===== src/rtl/alkmdseq.sv =====
// Multiply/divide sequencer: SETUP, WIDTH LOOP cycles, optional divide FIXUP, DONE pulse.
// Drives the per-cycle ALKCTL opcode and carry inversion to the ALU bitslices.
module alkmdseq #(
    parameter int unsigned WIDTH = 32,
    localparam int unsigned CNT_W = $clog2(WIDTH)
) (
    input  logic             qdclk_l,
    input  logic             init_l,
    input  logic             start_h,
    input  logic [1:0]       mode_h,
    input  logic             abort_h,
    input  logic             stall_l,
    input  logic             c_in_h,
    input  logic             q_sout_shr_h,
    output logic [9:0]       alkop_h,
    output logic             carry_invert_h,
    output logic             loop_flag_h,
    output logic             busy_h,
    output logic             done_h,
    output logic [CNT_W-1:0] step_cnt_h
);

    typedef enum logic [2:0] {StIdle, StSetup, StLoop, StFixup, StDone} state_e;

    state_e           state_q, state_d;
    logic [1:0]       mode_q, mode_d;
    logic             tog_q, tog_d;
    logic [CNT_W-1:0] cnt_q, cnt_d;
    logic             tog_sample;

    // mode[1] selects divide; divide-minus uses the inverted carry.
    assign tog_sample = mode_q[1] ? (c_in_h ^ mode_q[0]) : q_sout_shr_h;

    always_ff @(posedge qdclk_l) begin
        if (!init_l) begin
            state_q <= StIdle;
            mode_q  <= 2'b00;
            tog_q   <= 1'b1;
            cnt_q   <= '0;
        end else begin
            state_q <= state_d;
            mode_q  <= mode_d;
            tog_q   <= tog_d;
            cnt_q   <= cnt_d;
        end
    end

    always_comb begin
        state_d = state_q;
        mode_d  = mode_q;
        tog_d   = tog_q;
        cnt_d   = cnt_q;
        if (state_q != StIdle && abort_h) begin
            state_d = StIdle;
            tog_d   = 1'b1;
            cnt_d   = '0;
        end else if (stall_l) begin
            unique case (state_q)
                StIdle: begin
                    if (start_h && !abort_h) begin
                        state_d = StSetup;
                        mode_d  = mode_h;
                    end
                end
                StSetup: begin
                    state_d = StLoop;
                    cnt_d   = CNT_W'(WIDTH - 1);
                    tog_d   = tog_sample;
                end
                StLoop: begin
                    tog_d = tog_sample;
                    if (cnt_q == '0) begin
                        state_d = mode_q[1] ? StFixup : StDone;
                    end else begin
                        cnt_d = cnt_q - CNT_W'(1);
                    end
                end
                StFixup: state_d = StDone;
                StDone: begin
                    state_d = StIdle;
                    tog_d   = 1'b1;
                end
                default: begin
                    state_d = StIdle;
                    tog_d   = 1'b1;
                end
            endcase
        end
    end

    always_comb begin
        alkop_h = 10'h000;
        unique case (state_q)
            StSetup: begin
                if (!mode_q[1]) alkop_h = 10'h26B;
                else            alkop_h = mode_q[0] ? 10'h25C : 10'h24C;
            end
            StLoop: begin
                unique case (mode_q)
                    2'b00:   alkop_h = tog_q ? 10'h259 : 10'h25B;
                    2'b01:   alkop_h = tog_q ? 10'h249 : 10'h24B;
                    default: alkop_h = tog_q ? 10'h24C : 10'h25C;
                endcase
            end
            StFixup: alkop_h = tog_q ? 10'h26B : 10'h20A;
            default: alkop_h = 10'h000;
        endcase
    end

    assign carry_invert_h = (alkop_h == 10'h249) || (alkop_h == 10'h24C) || (alkop_h == 10'h20A);
    assign loop_flag_h    = (state_q == StLoop);
    assign busy_h         = (state_q == StSetup) || (state_q == StLoop) || (state_q == StFixup);
    assign done_h         = (state_q == StDone);
    assign step_cnt_h     = (state_q == StLoop) ? cnt_q : '0;

endmodule

===== config.mk =====
export PLATFORM = sky130hd
export DESIGN_NAME = alkmdseq
export DESIGN_NICKNAME = d
export VERILOG_FILES = /design/src/rtl/alkmdseq.sv
export SDC_FILE = /design/constraint.sdc
export NUM_CORES = 1
export LEC_CHECK = 0
export CAP_MARGIN = 20
export CORE_UTILIZATION = 25
export CTS_BUF_LIST = sky130_fd_sc_hd__clkbuf_16
export DETAILED_ROUTE_END_ITERATION = 12
export PLACE_DENSITY = 0.49
export SLEW_MARGIN = 20
export SYNTH_ARGS = -nofsm -noshare
export SYNTH_HDL_FRONTEND = slang
export SYNTH_SLANG_ARGS = --single-unit
export TNS_END_PERCENT = 1

===== constraint.sdc =====
create_clock -name qdclk_l -period 3.2 [get_ports qdclk_l]
set_clock_uncertainty 0.15 [all_clocks]
set_input_delay 0.64 -clock qdclk_l [delete_from_list [all_inputs] [get_ports qdclk_l]]
set_output_delay 0.64 -clock qdclk_l [all_outputs]
set_load 0.005 [all_outputs]

# [Yosys cells after proc, flatten, opt, wreduce, memory -nomap -nowiden]
# Index checks and enable logic that the tools add are counted.
[op_classes] add_sub_neg=1 n_eq_ne=11 muxes=17 bitwise_logic=4 reduce_logical=19
[ops] operator="10-bit == test, second input constant" n=3
[ops] operator="10-bit case mux with 3 select lines" n=1
[ops] operator="5-bit two-way mux" n=4
[ops] operator="5-bit case mux with 2 select lines" n=2
[ops] operator="3-bit case mux with 4 select lines" n=1
[ops] operator="3-bit two-way mux" n=3
[ops] operator="7-bit two-way mux" n=1
[ops] operator="3-bit by 2-bit == test with 1-bit output, second input constant" n=2
[ops] operator="6-bit two-way mux" n=1
[ops] operator="3-bit AND reduction" n=2
[ops] operator="2-bit OR reduction" n=3
[ops] operator="5-bit zero test" n=1
[ops] operator="5-bit by 1-bit subtractor with 5-bit output, second input constant" n=1
[ops] operator="1-bit logical OR" n=4
[ops] operator="2-bit two-way mux" n=2
[ops] operator="2-bit != test, second input constant" n=2
[ops] operator="4-bit AND reduction" n=1
[ops] operator="3-bit by 1-bit == test with 1-bit output, second input constant" n=1
[ops] operator="3-bit == test, second input constant" n=1
[ops] operator="3-bit zero test" n=1
[ops] operator="1-bit inverter" n=3
[ops] operator="3-bit nonzero test" n=1
[ops] operator="2-bit by 1-bit == test with 1-bit output, second input constant" n=1
[ops] operator="1-bit logical AND" n=2
[ops] operator="other kinds (8)" n=8
[totals] regBits=11 inputBits=9 out_inout_bits=19 word_cells=56

# [Longest topological paths before layout]
[depth] depth_word=6 depth_mapped=6 depth_no_buf=5

# [Worst setup path after synthesis]
# No wires, ideal clock.
[synth_path] path_type="flip-flop to output port" startpoint="reg state_q[0]" endpoint="out alkop_h[0]" arrival_ps=1198 t_required_ps=2410 slack_ps=1212 path_stages_with_launch=5 path_buffers=1 path_cell_list="dfxtp_1 -> buf_4 -> inv_2 -> nor4_1 -> a21o_1"
[synth_between] elab_chain_cells=2 word_cells_on_any_way=4 cone_classes="eq/ne: 3; mux: 1"
[synth_rtl] element="from (decl)" line_no="25" text="state_e state_q, state_d;"
[synth_rtl] element="from (signal assigned)" line_no="36" text="state_q <= StIdle;"
[synth_rtl] element="from (signal assigned)" line_no="41" text="state_q <= state_d;"
[synth_rtl] element="3-bit by 2-bit == test with 1-bit output / 3-bit by 1-bit == test with 1-bit output (equally long branches)" line_no="93" text="unique case (state_q)"
[synth_rtl] element="10-bit case mux with 3 select lines (*)" line_no="93"
[synth_rtl] element="to (decl)" line_no="15" text="output logic [9:0] alkop_h,"
# Every way passes the cells marked *; elsewhere a longest branch is shown, timed or not.

# [Worst setup path after layout]
# Same ends and word-level chain as after synthesis.

==> flow_summary_export.csv <==
group,metric,value,unit
global_route,vias_in_the_first_global_route,839,
pwr,power_density,364,mW/mm²
finish,finish.net_count,143,
global_route,grt_pass1_wl,3.81,mm
placement,gp_congestion,0.808,
floorplanning,die_x_extent,61.7,µm
cts,cts_buffers,3,
sta,rsz0062_at_grt,"no",
sta,slew_hr,0.642,
yosys,average_instance_area_after_synthesis,8.26,µm²
sta,final.min_clock_period,2.85,ns
global_route,antenna_violations_before_repair,0,
setup_path,cp_data_arrival_time,2.06,ns
yosys,netlist-cell-type-count,47,
finish,post_route_cells_drive_above_1_share,0.0992,
floorplanning,placement_rows,21,
floorplanning,core_area,0.00339,mm²
floorplanning,ios,28,
finish,final_common_cell,"sky130_fd_sc_hd__clkdlybuf4s50_1",
floorplanning,die_h,61.7,µm
sta,timing_hold_violations_final,0,
cts,tritoncts,"built",
cts,worst_path_clk_slew,0.04,ns
yosys,number_of_warnings_printed_during_yosys_synthesis,0,
setup_path,worst_setup_path_end_kind,"primary output",
finish,antenna_cells,0,
setup_path,category_of_the_most_critical_setup_path,"reg -> out",
sta,layout_worst_path_cycle_share,0.892,
finish,layout-area-overhead-vs-synth,38.7,%
status,status,"complete, no violations",
yosys,synthCells,108,
finish,layout_common_cells,"sky130_fd_sc_hd__clkdlybuf4s50_1, sky130_fd_sc_hd__dfxtp_1, sky130_fd_sc_hd__inv_1, sky130_fd_sc_hd__nor2_1",
sta,worst_slew_pin_slew,0.536,ns
floorplanning,die_outline_area,0.00381,mm²
yosys,syn_area,892,µm²
setup_path,worst-path-max-fanout,15,
cts,insertion_delay,0.23,ns
cts,cts_setup_buffers,0,
yosys,synth.yosys.seq_area_share,0.247,
job,maxCapViolations,0,
pwr,p_leak,0.417,nW
detailed_routing,vias_per_cell,5.23,
global_route,grt_overflow,0,
detailed_routing,routed-via-count,926,
placement,hpwlAfterDp,1.78,mm
detailed_routing,wirelength,2.39,mm
yosys,synth-async-reset-ratio,0,
global_route,grtUsageTotal,0.137,
cts,post_cts_resized,0,
detailed_routing,detail_route.wl_per_cell,13.5,µm
cts,numClockSinks,11,
sta,report.final.setup_viol,0,
cts,ctsRootBufferMaster,"sky130_fd_sc_hd__clkbuf_16",
detailed_routing,drt_first_iter_violations,32,
yosys,ys_seq_elements,11,
placement,io_buffer_count,25,
sta,slew_limit_fails,0,
yosys,synth_edf_count,0,
hold_path,min-delay-path-class,"reg -> reg",
detailed_routing,final_antenna_net_count,0,
detailed_routing,detail_route.drc_violations,0,
sta,max_freq,350,MHz
detailed_routing,drt_pass1_iterations,4,
yosys,synth_ff_type,"sky130_fd_sc_hd__dfxtp_1",
pwr,total_power_draw,0.450,mW
floorplanning,effective_utilization_at_floorplan,0.263,
cts,holdBufCountCts,0,
pwr,irDropWorstVdd,224,µV
global_route,grt_max_degree,16,
setup_path,timing.critical_path.required,2.41,ns
cts,clock_path_buffers,2,
setup_path,setup.worst_path.start_class,"flop",
cts,cts.htree.levels,1,
sta,tns,0,ns
-- power by group --
| group | total (mW) | leakage, nW | internal, mW | switching, mW |
|---|---|---|---|---|
| registers | 0.151 | 0.0891 | 0.142 | 0.00896 |
| logic | 0.0788 | 0.286 | 0.0420 | 0.0368 |
| clock network | 0.220 | 0.0423 | 0.164 | 0.0566 |
-- state kept, by name (all words and copies together) (netlist names) --
register / cells
cnt_q: 5
state_q: 3
mode_q: 2
tog_q: 1
-- path summary, 6_finish.rpt --
check,startpoint,slack (ns),cells past startpoint,end
max,state_q[0]$_SDFFE_PP0P_,0.35,4,alkop_h[0]
min,mode_q[0]$_SDFFE_PN0P_,0.42,2,mode_q[0]$_SDFFE_PN0P_
max reg2reg,state_q[1]$_SDFFE_PP0P_,1.36,4,tog_q$_SDFFE_PP1P_
min reg2reg,mode_q[0]$_SDFFE_PN0P_,0.42,2,mode_q[0]$_SDFFE_PN0P_
-- layer usage --
metal	GRT usage	wire length (µm)	vias to the layer above
met5	0	0	-
met1	0.183	1120	436
li1	-	-	454
met4	0.0381	0	0
met3	0.0248	128	0
met2	0.229	1130	36
-- cell families (layout without fill, tap and decap cells) --
| family | after synthesis | in the layout | synth area share |
|---|---|---|---|
| simple gates | 43 | 43 | 0.306 |
| compound gates | 32 | 32 | 0.283 |
| buf+inv | 16 | 38 | 0.101 |
| flops | 11 | 11 | 0.247 |
| fa+ha+maj | 2 | 2 | 0.0280 |
| xor+xnor | 2 | 2 | 0.0196 |
| other cells | 1 | 2 | 0.00420 |
| mux | 1 | 1 | 0.0112 |
-- worst max-delay path, cell delays in order (launching register included) --
cell and delay, ns:
sky130_fd_sc_hd__dfxtp_1 0.65, sky130_fd_sc_hd__inv_2 0.15, sky130_fd_sc_hd__nor4_1 0.42, sky130_fd_sc_hd__a21o_1 0.13, sky130_fd_sc_hd__clkdlybuf4s50_1 0.49
-- area by class of cell --
| type | instances | area (µm²) |
|---|---|---|
| Clock buffer | 3 | 75.1 |
| Inverter | 6 | 22.5 |
| Tap cell | 46 | 57.6 |
| Multi-Input combinational cell | 82 | 586 |
| Fill cell | 354 | 2150 |
| Sequential cell | 11 | 220 |
| Clock inverter | 1 | 3.75 |
| Timing Repair Buffer | 28 | 273 |
-- synth_stat cells (all sizes together) (3+ instances only) --
| master | count | share of area |
|---|---|---|
| dfxtp | 11 | 0.25 |
| buf | 9 | 0.072 |
| inv | 6 | 0.025 |
| nor2 | 6 | 0.025 |
| a211oi | 5 | 0.042 |
| a21oi | 5 | 0.028 |
| and2 | 5 | 0.036 |
| nor2b | 5 | 0.035 |
| nand4 | 4 | 0.028 |
| nor3 | 4 | 0.022 |
| nor3b | 4 | 0.034 |
| nand2 | 3 | 0.013 |
| nand2b | 3 | 0.021 |
-- through the flow --
stage | hold slack [ns] | util | worst slack (ns) | instances | cell area (µm²)
global route | 0.462 | 0.365 | 0.177 | 177 | 1240
global placement | 0.424 | 0.342 | 0.638 | 173 | 1160
CTS | 0.424 | 0.365 | 0.336 | 177 | 1240
detailed placement | 0.419 | 0.342 | 0.611 | 173 | 1160
floorplan | 0.351 | - | 1.21 | 109 | 896
finish | 0.418 | 0.365 | 0.347 | 177 | 1240
Note: power is estimated with default switching activity, not from simulation.
